<file path="src/rtl/ps2_pkg.sv">
// Shared PS/2 definitions: serialiser state encoding, frame layout and frame builder.
// Intended for reuse by both device-side and host-side PS/2 blocks.
package ps2_pkg;

  typedef enum logic [1:0] {
    ST_IDLE = 2'd0,
    ST_HIGH = 2'd1,
    ST_LOW  = 2'd2,
    ST_GAP  = 2'd3
  } ps2_state_t;

  localparam int   PS2_FRAME_BITS = 11;
  localparam logic PS2_START_BIT  = 1'b0;
  localparam logic PS2_STOP_BIT   = 1'b1;

  // Frame bit 0 is transmitted first: start, data LSB..MSB, odd parity, stop.
  function automatic logic [PS2_FRAME_BITS-1:0] ps2_frame(input logic [7:0] data);
    return {PS2_STOP_BIT, ~^data, data, PS2_START_BIT};
  endfunction

endpackage

</file>
<file path="src/rtl/ps2_tx_fifo.sv">
// Synchronous first-word-fall-through FIFO feeding the PS/2 serialiser.
// DEPTH must be a power of two so the pointers wrap naturally.
module ps2_tx_fifo #(
  parameter int DEPTH = 4,
  parameter int WIDTH = 8
) (
  input  logic                     clk,
  input  logic                     rst,
  input  logic                     push,
  input  logic [WIDTH-1:0]         push_data,
  input  logic                     pop,
  output logic [WIDTH-1:0]         pop_data,
  output logic                     full,
  output logic                     empty,
  output logic [$clog2(DEPTH):0]   count
);

  localparam int AW = $clog2(DEPTH);
  localparam logic [AW:0] FULL_COUNT = (AW+1)'(DEPTH);

  logic [WIDTH-1:0] mem [DEPTH];
  logic [AW-1:0]    wr_ptr;
  logic [AW-1:0]    rd_ptr;
  logic             do_push;
  logic             do_pop;

  assign full     = (count == FULL_COUNT);
  assign empty    = (count == '0);
  assign do_push  = push && !full;
  assign do_pop   = pop && !empty;
  assign pop_data = mem[rd_ptr];

  // Pointer and occupancy bookkeeping; simultaneous push and pop leave count unchanged.
  always_ff @(posedge clk) begin
    if (rst) begin
      wr_ptr <= '0;
      rd_ptr <= '0;
      count  <= '0;
    end else begin
      if (do_push) begin
        wr_ptr <= wr_ptr + AW'(1);
      end
      if (do_pop) begin
        rd_ptr <= rd_ptr + AW'(1);
      end
      case ({do_push, do_pop})
        2'b10:   count <= count + (AW+1)'(1);
        2'b01:   count <= count - (AW+1)'(1);
        default: count <= count;
      endcase
    end
  end

  always_ff @(posedge clk) begin
    if (do_push) begin
      mem[wr_ptr] <= push_data;
    end
  end

endmodule

</file>
<file path="src/rtl/ps2_kbd_tx.sv">
// Device-side PS/2 keyboard transmitter: queues scan-code bytes and sends them as
// 11-bit frames with registered ps2_clk/ps2_data and an idle gap after each frame.
module ps2_kbd_tx
  import ps2_pkg::*;
#(
  parameter int CLK_DIV = 4,
  parameter int GAP     = 8,
  parameter int DEPTH   = 4
) (
  input  logic       clk,
  input  logic       rst,
  input  logic [7:0] in_data,
  input  logic       in_valid,
  output logic       in_ready,
  output logic       ps2_clk,
  output logic       ps2_data,
  output logic       busy
);

  localparam int CNT_MAX = (CLK_DIV > GAP) ? CLK_DIV : GAP;
  localparam int CW      = $clog2(CNT_MAX + 1);
  localparam int AW      = $clog2(DEPTH);

  localparam logic [CW-1:0] DIV_LOAD = CW'(CLK_DIV - 1);
  localparam logic [CW-1:0] GAP_LOAD = CW'(GAP - 1);
  localparam logic [3:0]    LAST_BIT = 4'(PS2_FRAME_BITS - 1);

  ps2_state_t                state;
  ps2_state_t                state_nxt;
  logic [CW-1:0]             cnt;
  logic [CW-1:0]             cnt_nxt;
  logic [3:0]                bitidx;
  logic [3:0]                bitidx_nxt;
  logic [PS2_FRAME_BITS-1:0] shreg;
  logic [PS2_FRAME_BITS-1:0] shreg_nxt;
  logic                      ps2_clk_nxt;
  logic                      ps2_data_nxt;

  logic                      fifo_push;
  logic                      fifo_pop;
  logic [7:0]                fifo_head;
  logic                      fifo_full;
  logic                      fifo_empty;
  logic [AW:0]               fifo_count;

  assign in_ready  = !fifo_full;
  assign fifo_push = in_valid && in_ready;
  assign busy      = (state != ST_IDLE) || (fifo_count != '0);

  ps2_tx_fifo #(
    .DEPTH (DEPTH),
    .WIDTH (8)
  ) u_fifo (
    .clk       (clk),
    .rst       (rst),
    .push      (fifo_push),
    .push_data (in_data),
    .pop       (fifo_pop),
    .pop_data  (fifo_head),
    .full      (fifo_full),
    .empty     (fifo_empty),
    .count     (fifo_count)
  );

  // State, phase timer, bit index, shift register and registered line drivers.
  always_ff @(posedge clk) begin
    if (rst) begin
      state    <= ST_IDLE;
      cnt      <= '0;
      bitidx   <= 4'd0;
      shreg    <= '1;
      ps2_clk  <= 1'b1;
      ps2_data <= 1'b1;
    end else begin
      state    <= state_nxt;
      cnt      <= cnt_nxt;
      bitidx   <= bitidx_nxt;
      shreg    <= shreg_nxt;
      ps2_clk  <= ps2_clk_nxt;
      ps2_data <= ps2_data_nxt;
    end
  end

  // Next-state logic; data only moves in HIGH, so LOW always holds the last driven bit.
  always_comb begin
    state_nxt    = state;
    cnt_nxt      = cnt;
    bitidx_nxt   = bitidx;
    shreg_nxt    = shreg;
    fifo_pop     = 1'b0;
    ps2_clk_nxt  = 1'b1;
    ps2_data_nxt = 1'b1;

    case (state)
      ST_IDLE: begin
        if (!fifo_empty) begin
          fifo_pop   = 1'b1;
          shreg_nxt  = ps2_frame(fifo_head);
          cnt_nxt    = DIV_LOAD;
          bitidx_nxt = 4'd0;
          state_nxt  = ST_HIGH;
        end else begin
          state_nxt  = ST_IDLE;
        end
      end

      ST_HIGH: begin
        ps2_clk_nxt  = 1'b1;
        ps2_data_nxt = shreg[0];
        if (cnt == '0) begin
          cnt_nxt   = DIV_LOAD;
          state_nxt = ST_LOW;
        end else begin
          cnt_nxt   = cnt - CW'(1);
        end
      end

      ST_LOW: begin
        ps2_clk_nxt  = 1'b0;
        ps2_data_nxt = ps2_data;
        if (cnt == '0) begin
          if (bitidx == LAST_BIT) begin
            cnt_nxt   = GAP_LOAD;
            state_nxt = ST_GAP;
          end else begin
            bitidx_nxt = bitidx + 4'd1;
            shreg_nxt  = {PS2_STOP_BIT, shreg[PS2_FRAME_BITS-1:1]};
            cnt_nxt    = DIV_LOAD;
            state_nxt  = ST_HIGH;
          end
        end else begin
          cnt_nxt = cnt - CW'(1);
        end
      end

      ST_GAP: begin
        if (cnt == '0) begin
          state_nxt = ST_IDLE;
        end else begin
          cnt_nxt   = cnt - CW'(1);
        end
      end

      default: begin
        state_nxt = ST_IDLE;
        cnt_nxt   = '0;
      end
    endcase
  end

endmodule

</file>
<file path="config.mk">
export PLATFORM = sky130hd
export DESIGN_NAME = ps2_kbd_tx
export DESIGN_NICKNAME = d
export VERILOG_FILES = /design/src/rtl/ps2_pkg.sv /design/src/rtl/ps2_tx_fifo.sv /design/src/rtl/ps2_kbd_tx.sv
export SDC_FILE = /design/constraint.sdc
export NUM_CORES = 1
export LEC_CHECK = 0
export ABC_AREA = 0
export BUFFER_PORTS_ARGS = -buffer_cell sky130_fd_sc_hd__buf_2
export CORE_MARGIN = 2
export CORE_UTILIZATION = 57
export CTS_BUF_LIST = sky130_fd_sc_hd__clkbuf_8
export CTS_CLUSTER_SIZE = 8
export DETAILED_ROUTE_END_ITERATION = 10
export MAX_ROUTING_LAYER = met4
export PLACE_DENSITY_LB_ADDON = 0.15
export SLEW_MARGIN = 20
export SYNTH_ARGS = -nofsm -noshare
export SYNTH_HDL_FRONTEND = slang
export SYNTH_HIERARCHICAL = 1
export SYNTH_SLANG_ARGS = --single-unit
</file>
<file path="constraint.sdc">
create_clock -name clk -period 2.2 [get_ports clk]
set_input_delay 0.44 -clock clk [delete_from_list [all_inputs] [get_ports clk]]
set_output_delay 0.44 -clock clk [all_outputs]
set_load 0.02 [all_outputs]
</file>
---- Word-level counts from Yosys, hierarchy flattened ----
Memory sizes are Yosys's and may differ from the RTL's. A register that Yosys moved wholly into a read port is not among the register bits.
Cells that the tools add are included.
word-level totals
  flip-flop bits (word level) ............. 30
  latch bits .............................. 0
  bits in writable memories ............... 32
  memory bits (read-only) ................. 0
  bits of input ports ..................... 11
  output and inout bits ................... 4
  word-level logic and storage cells ...... 75
  memories ................................ 1
cells by class
  add/sub/neg operators ................... 6
  multiply operators ...................... 0
  div/mod/pow operators ................... 0
  $lt $le $gt $ge ......................... 0
  equal/unequal tests ..................... 13
  shifts and indexed selects .............. 0
  mux-type cells .......................... 29
  bitwise logic cells ..................... 0
  reductions and logical operators ........ 17
memory list
  memory      depth  width  read ports  clocked after memory_dff  wr ports  line               RTL
  u_fifo.mem  4      8      1           1                         1         ps2_tx_fifo.sv:21  logic [WIDTH-1:0] mem [DEPTH];
operators by type and width
  kind                   count
  $mux W11               3
  $mux W4                7
  $pmux W11 S2           1
  $pmux W4 S4            1
  $mux W2                6
  $ne A2 B2 Y1 const B   6
  $pmux W2 S4            1
  $pmux W4 S2            1
  $reduce_xnor A8 Y1     1
  $eq A2 B2 Y1 const B   3
  $mux W1                6
  $pmux W3 S2            1
  $reduce_bool A2 Y1     3
  $add A2 B1 Y2 const B  2
  $add A4 B1 Y4 const B  1
  $eq A2 B1 Y1 const B   2
  $eq A4 B4 Y1 const B   1
  $logic_not A4 Y1       1
  $reduce_and A4 Y1      1
  $sub A4 B1 Y4 const B  1
  $add A3 B1 Y3 const B  1
  $eq A3 B3 Y1 const B   1
  $logic_and A1 B1 Y1    3
  $logic_not A3 Y1       1
  9 further kinds        10

---- Longest topological paths before layout ----
  depth in word-level cells ............... 6
  mapped depth ............................ 11

---- Modules after synthesis ----
Netlist, hierarchy kept.
by module, submodules not included
  module       instances  cells each  area an instance (µm²)  sequential area each (µm²)
  ps2_tx_fifo  1          96          1630.3                  1141.1
  ps2_kbd_tx   1          140         1222.4                  440.4

---- Worst setup path before layout ----
No wires, ideal clock.
  kind .................................... flip-flop to flip-flop
  from .................................... register state[0]
  to ...................................... register u_fifo.count[2]
  data arrival time ....................... 2.353 ns
  path slack .............................. -0.223 ns
  stages on the path, launching flop included .. 12
  cells stage by stage .................... dfxtp_1 > clkbuf_1 > buf_1 > nor3_1 > o31ai_1 > inv_1 > ha_1 > inv_1 > fa_1 > xor2_1 > or3_1 > a21oi_1
on the way
  word-level cells in the longest chain between the ends .. 5
  elaborated cells between the ends (all ways) .. 7
  classes of those cells .................. eq/ne (2); mux (2); reduce/logical (3)
RTL lines
  element                                                   line               RTL
  start: declaration                                        ps2_kbd_tx.sv:28   ps2_state_t state;
  start signal: assignment                                  ps2_kbd_tx.sv:75   state <= state_nxt;
  $logic_not A2 Y1 (*)                                      ps2_kbd_tx.sv:94   case (state)
  $mux W1 (*)                                               ps2_kbd_tx.sv:94
  via fifo_pop                                              ps2_kbd_tx.sv:40   logic fifo_pop;
  $logic_and A1 B1 Y1 (*)                                   ps2_tx_fifo.sv:30  assign do_pop = pop && !empty;
  via u_fifo.do_pop                                         ps2_tx_fifo.sv:25  logic do_pop;
  $eq A2 B1 Y1 / $eq A2 B2 Y1 (equally long branches)       ps2_tx_fifo.sv:46  case ({do_push, do_pop})
  $pmux W3 S2 / $reduce_bool A2 Y1 (equally long branches)  --
  end signal: assignment                                    ps2_tx_fifo.sv:47  2'b10: count <= count + (AW+1)'(1);
  end signal: assignment                                    ps2_tx_fifo.sv:48  2'b01: count <= count - (AW+1)'(1);
  end signal: assignment                                    ps2_tx_fifo.sv:49  default: count <= count;
  end: declaration                                          ps2_tx_fifo.sv:15  output logic [$clog2(DEPTH):0] count
The timed path passes the listed nets; every way through them passes the cells marked *.
A chain may end at the register's enable or synchronous reset.

---- Worst setup path after layout ----
  from .................................... register u_fifo.count[0]
  to ...................................... register u_fifo.count[2]
on the way
  word-level cells in the longest chain between the ends .. 6
  elaborated cells between the ends (all ways) .. 15
  classes of those cells .................. add/sub (2); eq/ne (3); mux (3); reduce/logical (7)
RTL lines
  element                                                   line               RTL
  $eq A3 B3 Y1 (*)                                          ps2_tx_fifo.sv:27  assign full = (count == FULL_COUNT);
  via fifo_full                                             ps2_kbd_tx.sv:42   logic fifo_full;
  $logic_not A1 Y1 (*)                                      ps2_kbd_tx.sv:46   assign in_ready = !fifo_full;
  $logic_and A1 B1 Y1 (*)                                   ps2_kbd_tx.sv:47   assign fifo_push = in_valid && in_ready;
  via fifo_push                                             ps2_kbd_tx.sv:39   logic fifo_push;
  $logic_and A1 B1 Y1 (*)                                   ps2_tx_fifo.sv:29  assign do_push = push && !full;
  $eq A2 B1 Y1 / $eq A2 B2 Y1 (equally long branches)       ps2_tx_fifo.sv:46
  $pmux W3 S2 / $reduce_bool A2 Y1 (equally long branches)  --
Marked as above.

==> out/results.tsv <==
metric	value	unit
Inst Count DP	316	
part of the power in registers	0.335	
Post-synth EDFFs	32	
clock skew	9.91	ps
Slew Limit Headroom	0.572	
largest family of logic cells by synthesized area	simple AND/OR/NAND/NOR gates	
Synth Flop Type	edfxtp_1	
drt initial violations	128	
TritonCTS sink count	63	
XOR/XNOR Fraction of Synth Area	0.0368	
fin cells	333	
first-pass GRT wire length	8370	um
most frequent cells in the layout	edfxtp_1, dfxtp_1, nor2_1	
CTS Root Cell	clkbuf_8	
post-synthesis mux area share	0.0982	
hold_buf cts	0	
max-cap viol count	0	
Crit Reg-Reg Endpoint	u_fifo/count[2]$_SDFFE_PP0P_	
CTS tree	yes	
crit end category	register	
FF-to-FF Start	u_fifo/count[0]$_SDFFE_PP0P_	
# rows	25	
Least-Margin Pin Slew	642	ps
CP Buf/Inv Count	3	
RSZ-0062 raised after global routing	yes	
die area	5590	um2
internal power	3140	uW
most common cell after layout, fill and taps aside	edfxtp_1	
Max Freq	474	MHz
DR WL/cell	15.0	um
fraction of layout cells with a size suffix above 1	0.241	
Longest Clk Path Bufs	2	
Seq/Total Area, Yosys	0.554	
Compound-Gate Fraction of Synth Area	0.104	
Clock Latency Late Sink	330	ps
fin crit period	2110	ps
Clock power frac	0.252	
syn avg cell area	12.1	um2
Synth top area share	0.337	
flop-to-flop setup slack	90	ps
Synth area leader	edfxtp_1	
routed wire length	5010	um
Antenna Diode Count	0	
# IOs	15	
Worst Hold Path EP	u_fifo/mem[1][5]$_DFFE_PP_	
GPL Wtd Cong	0.819	
Port-buffer cells	14	
nets	282	
Max FO, Critical Path	4	
Hold Crit Depth	1	
Syn Nets	257	
worst min-delay path class	in -> reg	
worst hold start	in_data[5]	
initial antenna violation count	0	
pin count of the biggest net entering global routing	33	
critical path's largest stage delay	370	ps
vias in the first global route	1767	
drt drc	0	
VDD IR max	0.880	mV
CTS H-tree depth	3	
DR vias	1879	
antenna-violating nets left	0	
fraction of the mapped netlist area in simple logic gates	0.123	
fin. max-slew vios	0	
cell mode on critical path	inv_1	
clock slew at reported path FFs	70	ps
Avg Vias per Cell	5.64	
Cell variety after synth	45	
GRT Overall Usage	0.211	
leakage	0.00124	uW
area delta synth->final	16.8	%
required time worst endpoint	2470	ps
Reg2Reg Depth	11	
area of the core	4790	um2
post-DP HPWL	3290	um
mapped cell area	2850	um2
dominant cells by area after synthesis	edfxtp_1, dfxtp_1, mux4_2	
Combinational Power Share	0.413	
Initial Utilization	0.596	
Die W	74.7	um
post-synthesis adder-cell area fraction	0.0465	
outcome	finished, final reports clean	
Sw Share	0.347	
grt total ovfl	0	
Final setup viols	0	
kind of critical path	reg -> reg	
Final Hold Viols	0	
Psw	1670	uW
CTS Buf Count	9	
setup TNS	0	ps
critical-path cell list	nor3b_4, nor2b_1, inv_1, nor2_1, inv_1, ha_2, inv_1, fa_2, xor2_1, or3_1, a21oi_2	
Synth async-reset ratio	0	
DRT Pass-1 Iters	4	
overall die height	74.7	um
worst endpoint data arrival time	2380	ps
Yosys reg bits	63	
Synth Instances	236	
CP delay by family, top	simple AND/OR/NAND/NOR gates	
Pwr per Cell Area	1440	nW/um2
period utilization	0.959	
synth warn	6	
Slowest-stage cell, CP	dfxtp_4	
Startpoint Class	register	
==> per-stage QoR <==
step	hold WS (ps)	setup slack, ps	area [um2]	util	total power, uW
floorplan	428	19.5	2880	-	3100
global placement	444	71.8	3060	0.639	3550
detailed placement	447	-21.0	3060	0.639	3580
CTS	307	38.6	3320	0.693	4820
global route	320	-59.8	3330	0.696	5130
finish	317	90.5	3330	0.696	4810
==> state kept, by name, summed over array words and instances, names as in the netlist, named ones only <==
| name | count |
|---|---|
| u_fifo/rd_ptr | 2 |
| u_fifo/count | 3 |
| cnt | 4 |
| u_fifo/mem | 32 |
| shreg | 10 |
| ps2_clk | 1 |
| state | 2 |
| bitidx | 4 |
| ps2_data | 1 |
| u_fifo/wr_ptr | 2 |
==> cell usage after synthesis (all sizes together), types with 7 or more instances <==
library cell	n
a21oi	10
inv	14
mux4	8
ha	9
edfxtp	32
dfxtp	31
nor3	14
xnor2	7
o21ai	10
mux2i	10
nor2	16
buf	7
a211o	9
==> metal layers <==
metal | global-route usage | vias up | part of all wire
li1 | - | 924 | -
met1 | 0.277 | 914 | 0.46
met2 | 0.325 | 33 | 0.49
met3 | 0.0602 | 8 | 0.038
met4 | 0.0595 | 0 | 0.0076
met5 | - | - | 0
==> kinds of logic (layout without fill, tap and decap cells) <==
logic type / count (synthesis) / in the layout
AND/OR/NAND/NOR: 62 / 62
flip-flops: 63 / 63
XOR/XNOR: 12 / 12
buffers and inverters: 27 / 57
adder cells (fa/ha/maj): 10 / 10
AO/OA/AOI/OAI: 44 / 44
multiplexers: 18 / 18
==> worst max-delay path by stage <==
stage               slack (ps)                          from                           end  cells after the start
finish                      90  u_fifo/count[0]$_SDFFE_PP0P_  u_fifo/count[2]$_SDFFE_PP0P_                     11
global route               -60  u_fifo/count[0]$_SDFFE_PP0P_  u_fifo/count[2]$_SDFFE_PP0P_                     11
CTS                         40  u_fifo/count[1]$_SDFFE_PP0P_  u_fifo/count[2]$_SDFFE_PP0P_                     11
detailed placement         -20  u_fifo/count[0]$_SDFFE_PP0P_  u_fifo/count[2]$_SDFFE_PP0P_                     11
global placement            70  u_fifo/count[0]$_SDFFE_PP0P_  u_fifo/count[2]$_SDFFE_PP0P_                     11
floorplan                   20         state[0]$_SDFFE_PP0P_  u_fifo/count[2]$_SDFFE_PP0P_                     11
==> final cells by class <==
cell class              instances  area [um2]
fillers                       360        1450
clock buffers                   9         124
repair buffers                 27         168
multi-input cells             146        1200
well taps                      67        83.8
inverters                      14        52.6
clock inverters                 7         120
flip-flops and latches         63        1590
==> what timing repair did <==
item / 4_1_cts / 5_1_grt
pin swaps: 1 / 2
setup buffers: 1 / 0
resized for setup: 1 / 6
setup endpoints to repair: 1 / 1
==> power by group through the flow <==
stage	sequential (uW)	clock, uW	combinational [uW]
after detailed placement	1620	0	1950
after floorplan	1600	0	1500
after global placement	1620	0	1930
after CTS	1610	1230	1980
final	1610	1210	1990
after global routing	1640	1270	2220
Note: power is estimated with default switching activity, not from simulation.
